### src/rtl/alu_decoder_pkg.sv
// Shared RV32I opcode constants, ALU function codes and the decoded bundle.
// The ALU imports the same package so both sides agree on the fop encoding.
package alu_decoder_pkg;

    typedef enum logic [3:0] {
        FOP_ADD = 4'd0,
        FOP_SUB = 4'd1,
        FOP_SLL = 4'd2,
        FOP_SRL = 4'd3,
        FOP_SRA = 4'd4,
        FOP_AND = 4'd5,
        FOP_OR  = 4'd6,
        FOP_XOR = 4'd7,
        FOP_IMM = 4'd8
    } fop_e;

    localparam logic [6:0] OPC_OP     = 7'b0110011;
    localparam logic [6:0] OPC_OP_IMM = 7'b0010011;
    localparam logic [6:0] OPC_LOAD   = 7'b0000011;
    localparam logic [6:0] OPC_STORE  = 7'b0100011;
    localparam logic [6:0] OPC_BRANCH = 7'b1100011;
    localparam logic [6:0] OPC_LUI    = 7'b0110111;

    localparam logic [6:0] F7_BASE = 7'b0000000;
    localparam logic [6:0] F7_ALT  = 7'b0100000;

    typedef struct packed {
        fop_e        fop;
        logic [31:0] imm_gen;
        logic        alu_mux_en;
        logic        u;
        logic [4:0]  rs1;
        logic [4:0]  rs2;
        logic [4:0]  rd;
        logic        reg_write;
        logic        illegal;
    } dec_t;

endpackage

### src/rtl/imm_gen_unit.sv
// Combinational RV32I immediate generator for the formats the decoder uses.
// OP-IMM shifts take a zero-extended shamt instead of the sign-extended I-imm.
module imm_gen_unit
    import alu_decoder_pkg::*;
(
    input  logic [31:0] instr,
    output logic [31:0] imm_gen
);

    logic [6:0]  opc;
    logic [2:0]  f3;
    logic        is_shift;
    logic [31:0] i_imm;
    logic [31:0] s_imm;
    logic [31:0] b_imm;
    logic [31:0] u_imm;

    assign opc      = instr[6:0];
    assign f3       = instr[14:12];
    assign is_shift = (f3 == 3'b001) || (f3 == 3'b101);

    assign i_imm = {{20{instr[31]}}, instr[31:20]};
    assign s_imm = {{20{instr[31]}}, instr[31:25], instr[11:7]};
    assign b_imm = {{19{instr[31]}}, instr[31], instr[7],
                    instr[30:25], instr[11:8], 1'b0};
    assign u_imm = {instr[31:12], 12'b0};

    always_comb begin
        imm_gen = '0;
        case (opc)
            OPC_OP_IMM: imm_gen = is_shift ? {27'b0, instr[24:20]} : i_imm;
            OPC_LOAD:   imm_gen = i_imm;
            OPC_STORE:  imm_gen = s_imm;
            OPC_BRANCH: imm_gen = b_imm;
            OPC_LUI:    imm_gen = u_imm;
            default:    imm_gen = '0;
        endcase
    end

endmodule

### src/rtl/alu_decoder.sv
// RV32I integer decoder feeding the ALU stage through a one-deep
// valid/ready output register, with a saturating illegal-instruction count.
module alu_decoder
    import alu_decoder_pkg::*;
(
    input  logic        clk,
    input  logic        rst,
    input  logic        in_valid,
    input  logic [31:0] instr,
    output logic        in_ready,
    input  logic        flush,
    output logic        out_valid,
    input  logic        out_ready,
    output logic [3:0]  fop,
    output logic [31:0] imm_gen,
    output logic        alu_mux_en,
    output logic        u,
    output logic [4:0]  rs1,
    output logic [4:0]  rs2,
    output logic [4:0]  rd,
    output logic        reg_write,
    output logic        illegal,
    output logic [7:0]  illegal_count
);

    logic [31:0] imm_raw;
    logic [6:0]  opc;
    logic [2:0]  f3;
    logic        f7_base;
    logic        f7_alt;
    logic        bad;
    logic        accept;
    dec_t        dec;
    dec_t        q;
    logic        valid_q;
    logic [7:0]  cnt;

    imm_gen_unit u_imm_gen (
        .instr   (instr),
        .imm_gen (imm_raw)
    );

    assign opc     = instr[6:0];
    assign f3      = instr[14:12];
    assign f7_base = (instr[31:25] == F7_BASE);
    assign f7_alt  = (instr[31:25] == F7_ALT);

    always_comb begin
        dec     = '0;
        dec.rs1 = instr[19:15];
        dec.rs2 = instr[24:20];
        dec.rd  = instr[11:7];
        bad     = 1'b0;
        case (opc)
            OPC_OP: begin
                dec.reg_write = 1'b1;
                case (f3)
                    3'b000: begin
                        dec.fop = f7_alt ? FOP_SUB : FOP_ADD;
                        bad     = !(f7_base || f7_alt);
                    end
                    3'b001: begin dec.fop = FOP_SLL; bad = !f7_base; end
                    3'b010: begin dec.fop = FOP_SUB; bad = !f7_base; end
                    3'b011: begin
                        dec.fop = FOP_SUB;
                        dec.u   = 1'b1;
                        bad     = !f7_base;
                    end
                    3'b100: begin dec.fop = FOP_XOR; bad = !f7_base; end
                    3'b101: begin
                        dec.fop = f7_alt ? FOP_SRA : FOP_SRL;
                        bad     = !(f7_base || f7_alt);
                    end
                    3'b110: begin dec.fop = FOP_OR;  bad = !f7_base; end
                    default: begin dec.fop = FOP_AND; bad = !f7_base; end
                endcase
            end
            OPC_OP_IMM: begin
                dec.reg_write  = 1'b1;
                dec.alu_mux_en = 1'b1;
                case (f3)
                    3'b000: dec.fop = FOP_ADD;
                    3'b001: begin dec.fop = FOP_SLL; bad = !f7_base; end
                    3'b010: dec.fop = FOP_SUB;
                    3'b011: begin dec.fop = FOP_SUB; dec.u = 1'b1; end
                    3'b100: dec.fop = FOP_XOR;
                    3'b101: begin
                        dec.fop = f7_alt ? FOP_SRA : FOP_SRL;
                        bad     = !(f7_base || f7_alt);
                    end
                    3'b110: dec.fop = FOP_OR;
                    default: dec.fop = FOP_AND;
                endcase
            end
            OPC_LOAD: begin
                dec.fop        = FOP_ADD;
                dec.alu_mux_en = 1'b1;
                dec.reg_write  = 1'b1;
                bad = (f3 == 3'b011) || (f3[2:1] == 2'b11);
            end
            OPC_STORE: begin
                dec.fop        = FOP_ADD;
                dec.alu_mux_en = 1'b1;
                bad            = (f3 > 3'b010);
            end
            OPC_BRANCH: begin
                dec.fop = FOP_SUB;
                dec.u   = f3[2] & f3[1];
                bad     = (f3[2:1] == 2'b01);
            end
            OPC_LUI: begin
                dec.fop       = FOP_IMM;
                dec.reg_write = 1'b1;
            end
            default: bad = 1'b1;
        endcase
        dec.imm_gen = imm_raw;
        if (dec.rd == 5'd0) dec.reg_write = 1'b0;
        // Illegal bundles travel down as a harmless ADD with no writeback.
        if (bad) begin
            dec.fop        = FOP_ADD;
            dec.imm_gen    = '0;
            dec.alu_mux_en = 1'b0;
            dec.u          = 1'b0;
            dec.reg_write  = 1'b0;
            dec.illegal    = 1'b1;
        end
    end

    assign in_ready = !valid_q || out_ready;
    assign accept   = in_valid && in_ready;

    always_ff @(posedge clk or posedge rst) begin
        if (rst) begin
            valid_q <= 1'b0;
            q       <= '0;
            cnt     <= '0;
        end else if (flush) begin
            valid_q <= 1'b0;
        end else if (accept) begin
            valid_q <= 1'b1;
            q       <= dec;
            if (dec.illegal && cnt != 8'hFF) cnt <= cnt + 8'd1;
        end else if (out_ready) begin
            valid_q <= 1'b0;
        end
    end

    assign out_valid     = valid_q;
    assign fop           = q.fop;
    assign imm_gen       = q.imm_gen;
    assign alu_mux_en    = q.alu_mux_en;
    assign u             = q.u;
    assign rs1           = q.rs1;
    assign rs2           = q.rs2;
    assign rd            = q.rd;
    assign reg_write     = q.reg_write;
    assign illegal       = q.illegal;
    assign illegal_count = cnt;

endmodule

### config.mk
export PLATFORM = sky130hd
export DESIGN_NAME = alu_decoder
export DESIGN_NICKNAME = d
export VERILOG_FILES = /design/src/rtl/alu_decoder_pkg.sv /design/src/rtl/imm_gen_unit.sv /design/src/rtl/alu_decoder.sv
export SDC_FILE = /design/constraint.sdc
export NUM_CORES = 1
export LEC_CHECK = 0
export ABC_AREA = 1
export BUFFER_PORTS_ARGS = -buffer_cell sky130_fd_sc_hd__buf_2
export CAP_MARGIN = 40
export CORE_MARGIN = 1
export CORE_UTILIZATION = 53
export DETAILED_ROUTE_END_ITERATION = 12
export PLACE_DENSITY = 0.89
export SYNTH_ARGS = -nofsm -noshare
export SYNTH_HDL_FRONTEND = slang
export SYNTH_HIERARCHICAL = 1
export SYNTH_SLANG_ARGS = --single-unit
### constraint.sdc
create_clock -name clk -period 2.1 [get_ports clk]
set_clock_uncertainty 0.2 [all_clocks]
set_input_delay 0.105 -clock clk [delete_from_list [all_inputs] [get_ports clk]]
set_output_delay 0.105 -clock clk [all_outputs]
set_load 0.1 [all_outputs]
==> out/qor.yml, run 1 <==
setup_path:
  end_kind: "register"
  r2r_slack_ns: 0.23
  crit_top_cell: "nand2_1"
  cpMaxStageDelayCell: "dlygate4sd3_1"
  arrival_ns: 1.99
  path_buf_inv: 2
  critPathTopFamily: "simple AND/OR/NAND/NOR gates"
  crit_fanout: 17
  critPathLaunchType: "input pin"
  cp_slowest_stage_delay_ns: 0.52
  path_class: "in -> reg"
  crit_path_cell_trace: "dlygate4sd3_1 > buf_2 > nand2_1 > nor2_1 > nand3_1 > nand3_1 > nand2_1 > nand2_2 > nand2_8 > nor2_4 > nand2_1 > nand2_1"
  critPathRequiredTime_ns: 2.17
timing:
  holdWs_ns: -0.003310
  worst_pin_slew_ns: 0.5088
  rsz0062_at_grt: "false"
  hold_viol_final: 1
  finalMaxSlewViolations: 0
  finalSetupViolCount: 0
  period_share: 0.9159
  relSlewSlack: 0.6631
  fin_crit_ns: 1.923
  setup_tns_ns: 0
  max_clock_freq_mhz: 519.9
detailed_routing:
  wirelength_um: 10790
  post_drt_wl_per_cell_um: 14.11
  drc_errors: 0
  drtPass1Iterations: 5
  route.met3.wl_um: 865
  route.met2.wl_um: 5341
  top_layer_used: "met4"
  via_per_inst: 5.414
  ant_nets: 0
  met1_length_um: 4320
  vias: 4142
  drt-initial-drc-count: 317
synthesis:
  synth_edf_count: 0
  synth_seq_area_share: 0.4178
  syn_area_um2: 3834
  yosysWarnings: 6
  synthSimpleGateAreaFrac: 0.4367
  syn-num-nets: 578
  synthTopCellsByArea: "dfrtp_1, nand2_1, nand3_1"
  netlist_instances: 540
  yosys.area.top_type_share: 0.4178
  synth.distinct_cells: 32
  synth_compound_area_frac: 0.04439
  synth_fa_ha_area_frac: 0.003264
  synth_mux_area_frac: 0
  yosys_most_used_dff: "dfrtp_1"
  ys_async_sr_fraction: 1.000
  synth_area_per_cell_um2: 7.099
  synth_top_family_by_area: "simple AND/OR/NAND/NOR gates"
  synth-xor-area-share: 0.01371
  ys_ff_latch: 64
  synth_top_area_cell: "dfrtp_1"
cts:
  cts_root_buffer: "clkbuf_8"
  cts_max_level: 3
  insertion_delay_ns: 0.34
  cts.sinks: 64
  cts_buffers: 9
  clk_pin_slew_ns: 0.07
  clk_path_buf_depth: 2
  cts_tree: "built"
finish:
  syn_to_final_growth_pct: 26.89
  drive_gt1_frac: 0.2661
  n_antenna_cell: 0
  final_area_um2: 4865
  layout_common_cells: "nand2_1, buf_2, dfrtp_1"
  layoutNonFillerInstCount: 765
  nets: 702
  final_common_cell: "nand2_1"
grt:
  grt_pass1_vias: 3767
  grt_pass1_wl_um: 17510
  grt_max_degree: 33
  grt_usage: 0.2974
  grt_overflow: 0
  antenna_found_initial: 0
power:
  p_sw_frac: 0.3994
  seq_power_share: 0.390
  power.leakage_nw: 2.956
  power_w: 0.003568
  internal_power_w: 0.002143
  ir_drop_uv: 414.6
  power_frac_clock: 0.301
  pwr-share-comb: 0.309
  powerDensity_nw_per_um2: 733.5
  p_sw_w: 0.001425
die:
  core_area_um2: 6907
  rows: 30
  dieArea_um2: 7578
  die_h_um: 87.05
  fp.dieW_um: 87.05
  initial_core_util: 0.5551
  ios: 102
outcome:
  outcome: "finished with violations"
  violations: "hold timing"
placement:
  placed_area_um2: 4380
  place_inst: 723
  dp_hpwl_um: 7129
  io_buffer_count: 101
  place.gp.congestion: 0.9223
min_path:
  hp-class: "in -> reg"
run:
  maxCapViolations: 0
## stage by stage
step           worst slack (ns)    util
2_1_floorplan           0.05606       -
3_3_place_gp             0.2303  0.6342
3_5_place_dp             0.1322  0.6342
4_1_cts                 0.05886  0.6966
5_1_grt                 0.04672  0.7043
6_report                 0.1766  0.7043
## area by class of cell
cell class / count / area, µm²
clock buffers: 14 / 162.7
clock inverters: 2 / 37.54
inverters: 40 / 155.1
multi-input cells: 415 / 1943
repair buffers: 134 / 835.8
fillers: 538 / 2042
well taps: 96 / 120.1
flip-flops and latches: 64 / 1610
## power by group through the flow
stage                     clock, W  combinational (W)  sequential, W
after floorplan                  0           0.000252        0.00199
after global placement           0            0.00104        0.00141
after detailed placement         0            0.00106        0.00141
after CTS                  0.00108            0.00109        0.00139
after global routing       0.00114            0.00117        0.00139
final                      0.00108            0.00110        0.00139
## worst min-delay path: cells and delay by family
family          cells  cell delay, ns
compound gates      2            0.15
buf+inv             1            0.13
simple gates        2            0.10
## Yosys cell counts, drive strengths merged, types with 3 or more instances
| master | number |
|---|---|
| nand4 | 8 |
| nand2 | 255 |
| dfrtp | 64 |
| buf | 16 |
| o21ai | 18 |
| nor3 | 3 |
| nor2 | 54 |
| xor2 | 4 |
| nand3 | 54 |
| inv | 40 |
| o2111ai | 6 |
| clkbuf | 7 |
## registers in the layout, summed over array words and instances (netlist names), 4 cells and up
signal and flops:
illegal_count 8, rs1 5, rs2 5, imm_gen 32, fop 4, rd 5
## worst paths after layout
path | startpoint | cells past startpoint | to
max in group asynchronous | rst | 4 | imm_gen[27]
worst min register to register | rs2[4] | 2 | rs2[4]
min in group asynchronous | rst | 3 | imm_gen[16]
worst min-delay path | instr[26] | 5 | imm_gen[6]
worst max register to register | illegal_count[0] | 6 | illegal_count[1]
worst max-delay path | instr[30] | 12 | alu_mux_en
## logic make-up after synthesis
logic type               count (synthesis)
adder cells (fa/ha/maj)                  1
XOR/XNOR                                 6
buffers and inverters                   63
flip-flops                              64
AND/OR/NAND/NOR                        378
AO/OA/AOI/OAI                           28
## metal layers
metal,GRT usage,vias to the layer above
met5,0,-
met4,0.1045,0
met3,0.05308,28
met2,0.4896,235
met1,0.3946,1929
li1,-,1950
## what timing repair did
action / CTS / global route
resized for setup: 0 / 2
buffers inserted: 0 / 1
setup endpoints to repair: 0 / 32
hold endpoints to repair: 76 / 0
hold buffers: 23 / 0
No activity file was read; power rests on OpenSTA's default activity.
==> inputs of run 2 (changes only) <==
--- a/config.mk
+++ b/config.mk
@@ -11,7 +11,7 @@
 export CORE_MARGIN = 1
 export CORE_UTILIZATION = 53
 export DETAILED_ROUTE_END_ITERATION = 12
-export PLACE_DENSITY = 0.89
+export PLACE_DENSITY_LB_ADDON = 0.2
 export SYNTH_ARGS = -nofsm -noshare
 export SYNTH_HDL_FRONTEND = slang
 export SYNTH_HIERARCHICAL = 1
==> constraint.sdc (replaced) <==
create_clock -name clk -period 2.05 [get_ports clk]
set_clock_uncertainty 0.2 [all_clocks]
set_input_delay 0.1025 -clock clk [delete_from_list [all_inputs] [get_ports clk]]
set_output_delay 0.1025 -clock clk [all_outputs]
set_load 0.1 [all_outputs]
==> run 2 against run 1 <==
- critical path type unchanged
- core utilization rose by 1.1 points
- clock power up 13%
- combinational power barely moved
- largest cell class unchanged
- the run now ends clean
- register-to-register slack improved by 0.03 ns
- largest power group unchanged
- critical endpoint is now imm_gen[25]
- critical path depth up 1
- first-iteration DRC count decreased by 4.4%
- non-clock buffer count is 4 higher
- die area stayed put
==> out/qor.yml, run 2 (synthesis results as in run 1) <==
placement:
  io_buffer_count: 101
  place_inst: 722
  place.gp.congestion: 0.8962
  dp_hpwl_um: 6756
grt:
  grt_overflow: 0
  grt_usage: 0.2779
  grt_pass1_wl_um: 16380
  antenna_found_initial: 0
  grt_pass1_vias: 3648
  grt_max_degree: 43
cts:
  cts.sinks: 64
  insertion_delay_ns: 0.34
  cts_tree: "built"
  clk_path_buf_depth: 2
  cts_max_level: 3
  clk_pin_slew_ns: 0.07
  cts_root_buffer: "clkbuf_8"
  cts_buffers: 9
setup_path:
  end_kind: "register"
  critPathRequiredTime_ns: 2.12
  critPathLaunchType: "input pin"
  path_class: "in -> reg"
  r2r_cells: 6
  crit_fanout: 17
  arrival_ns: 1.94
die:
  rows: 30
  core_area_um2: 6907
  initial_core_util: 0.5551
  dieArea_um2: 7578
  fp.dieW_um: 87.05
  die_h_um: 87.05
  ios: 102
finish:
  fin_util: 0.7150
  largest_register_ffs: 32
  final_common_cell: "nand2_1"
  nets: 706
  layout_common_cells: "nand2_1, buf_2, dfrtp_1"
  n_antenna_cell: 0
  layoutNonFillerInstCount: 769
  drive_gt1_frac: 0.2645
  syn_to_final_growth_pct: 28.82
outcome:
  outcome: "completed"
timing:
  hold_viol_final: 0
  max_clock_freq_mhz: 533.2
  fin_crit_ns: 1.875
  finalMaxSlewViolations: 0
  setup_tns_ns: 0
  worst_pin_slew_ns: 0.5673
  rsz0062_at_grt: "false"
  finalSetupViolCount: 0
  relSlewSlack: 0.6213
  holdWs_ns: 0.01855
  period_share: 0.9148
run:
  maxCapViolations: 0
power:
  power_w: 0.003765
  power.leakage_nw: 2.991
  ir_drop_uv: 345.5
  powerDensity_nw_per_um2: 762.4
detailed_routing:
  drt-initial-drc-count: 303
  vias: 3952
  post_drt_wl_per_cell_um: 13.05
  wirelength_um: 10040
  drc_errors: 0
  ant_nets: 0
  via_per_inst: 5.139
  drtPass1Iterations: 5
min_path:
  hp-class: "in -> reg"
  min_path_cells: 5
-- run 2: power breakdown --
part / total, W / switching (W) / internal, W
Sequential: 0.00142 / 0.0000708 / 0.00135
Clock: 0.00122 / 0.000466 / 0.000751
Combinational: 0.00113 / 0.000909 / 0.000218
Total: 0.00377 / 0.00145 / 0.00232
-- run 2: metrics by stage --
stage / instance area, µm² / worst slack [ns]
finish: 4938 / 0.1747
global route: 4938 / 0.01993
global placement: 4373 / 0.1785
detailed placement: 4373 / 0.1308
CTS: 4877 / 0.01906
floorplan: 3842 / 0.008558
-- run 2: final timing paths --
kind / startpoint / end / slack [ns]
setup / recovery: instr[12] / imm_gen[25] / 0.17
hold / removal: instr[14] / fop[1] / 0.02
setup reg to reg: illegal_count[0] / illegal_count[1] / 0.26
hold reg to reg: rs2[0] / rs2[0] / 0.26
max in group asynchronous: rst / imm_gen[27] / 0.81
min in group asynchronous: rst / imm_gen[19] / 0.16
-- run 2: repair_timing --
item                                   in CTS  in global routing
hold buffers                               28                  0
endpoints found under the hold margin      61                  0
gates resized for setup                     0                  3
setup buffers                               0                  1
setup endpoints to repair                   0                 39
-- run 2: area by class of cell --
type / count / area [µm²]
Clock buffer: 13 / 158.9
Clock inverter: 3 / 65.06
Fill cell: 616 / 1968
Inverter: 40 / 155.1
Multi-Input combinational cell: 415 / 1951
Sequential cell: 64 / 1610
Tap cell: 96 / 120.1
Timing Repair Buffer: 138 / 878.3
-- run 2: routing by layer --
metal,GRT usage,wire [µm],up-vias
li1,-,-,1957
met1,0.3642,4366,1829
met2,0.4545,4855,148
met3,0.05403,629,18
met4,0.1061,187,0
met5,0,0,-
-- run 2: worst max-delay path: stages --
cell,delay [ns]
dlygate4sd3_1,0.53
buf_2,0.17
inv_1,0.08
nand2_1,0.07
nor2_1,0.12
o21ai_0,0.10
nand2_1,0.06
nand2_1,0.06
nand2_2,0.10
nand2_8,0.13
nor2_4,0.25
nand2_1,0.09
nand2_1,0.08
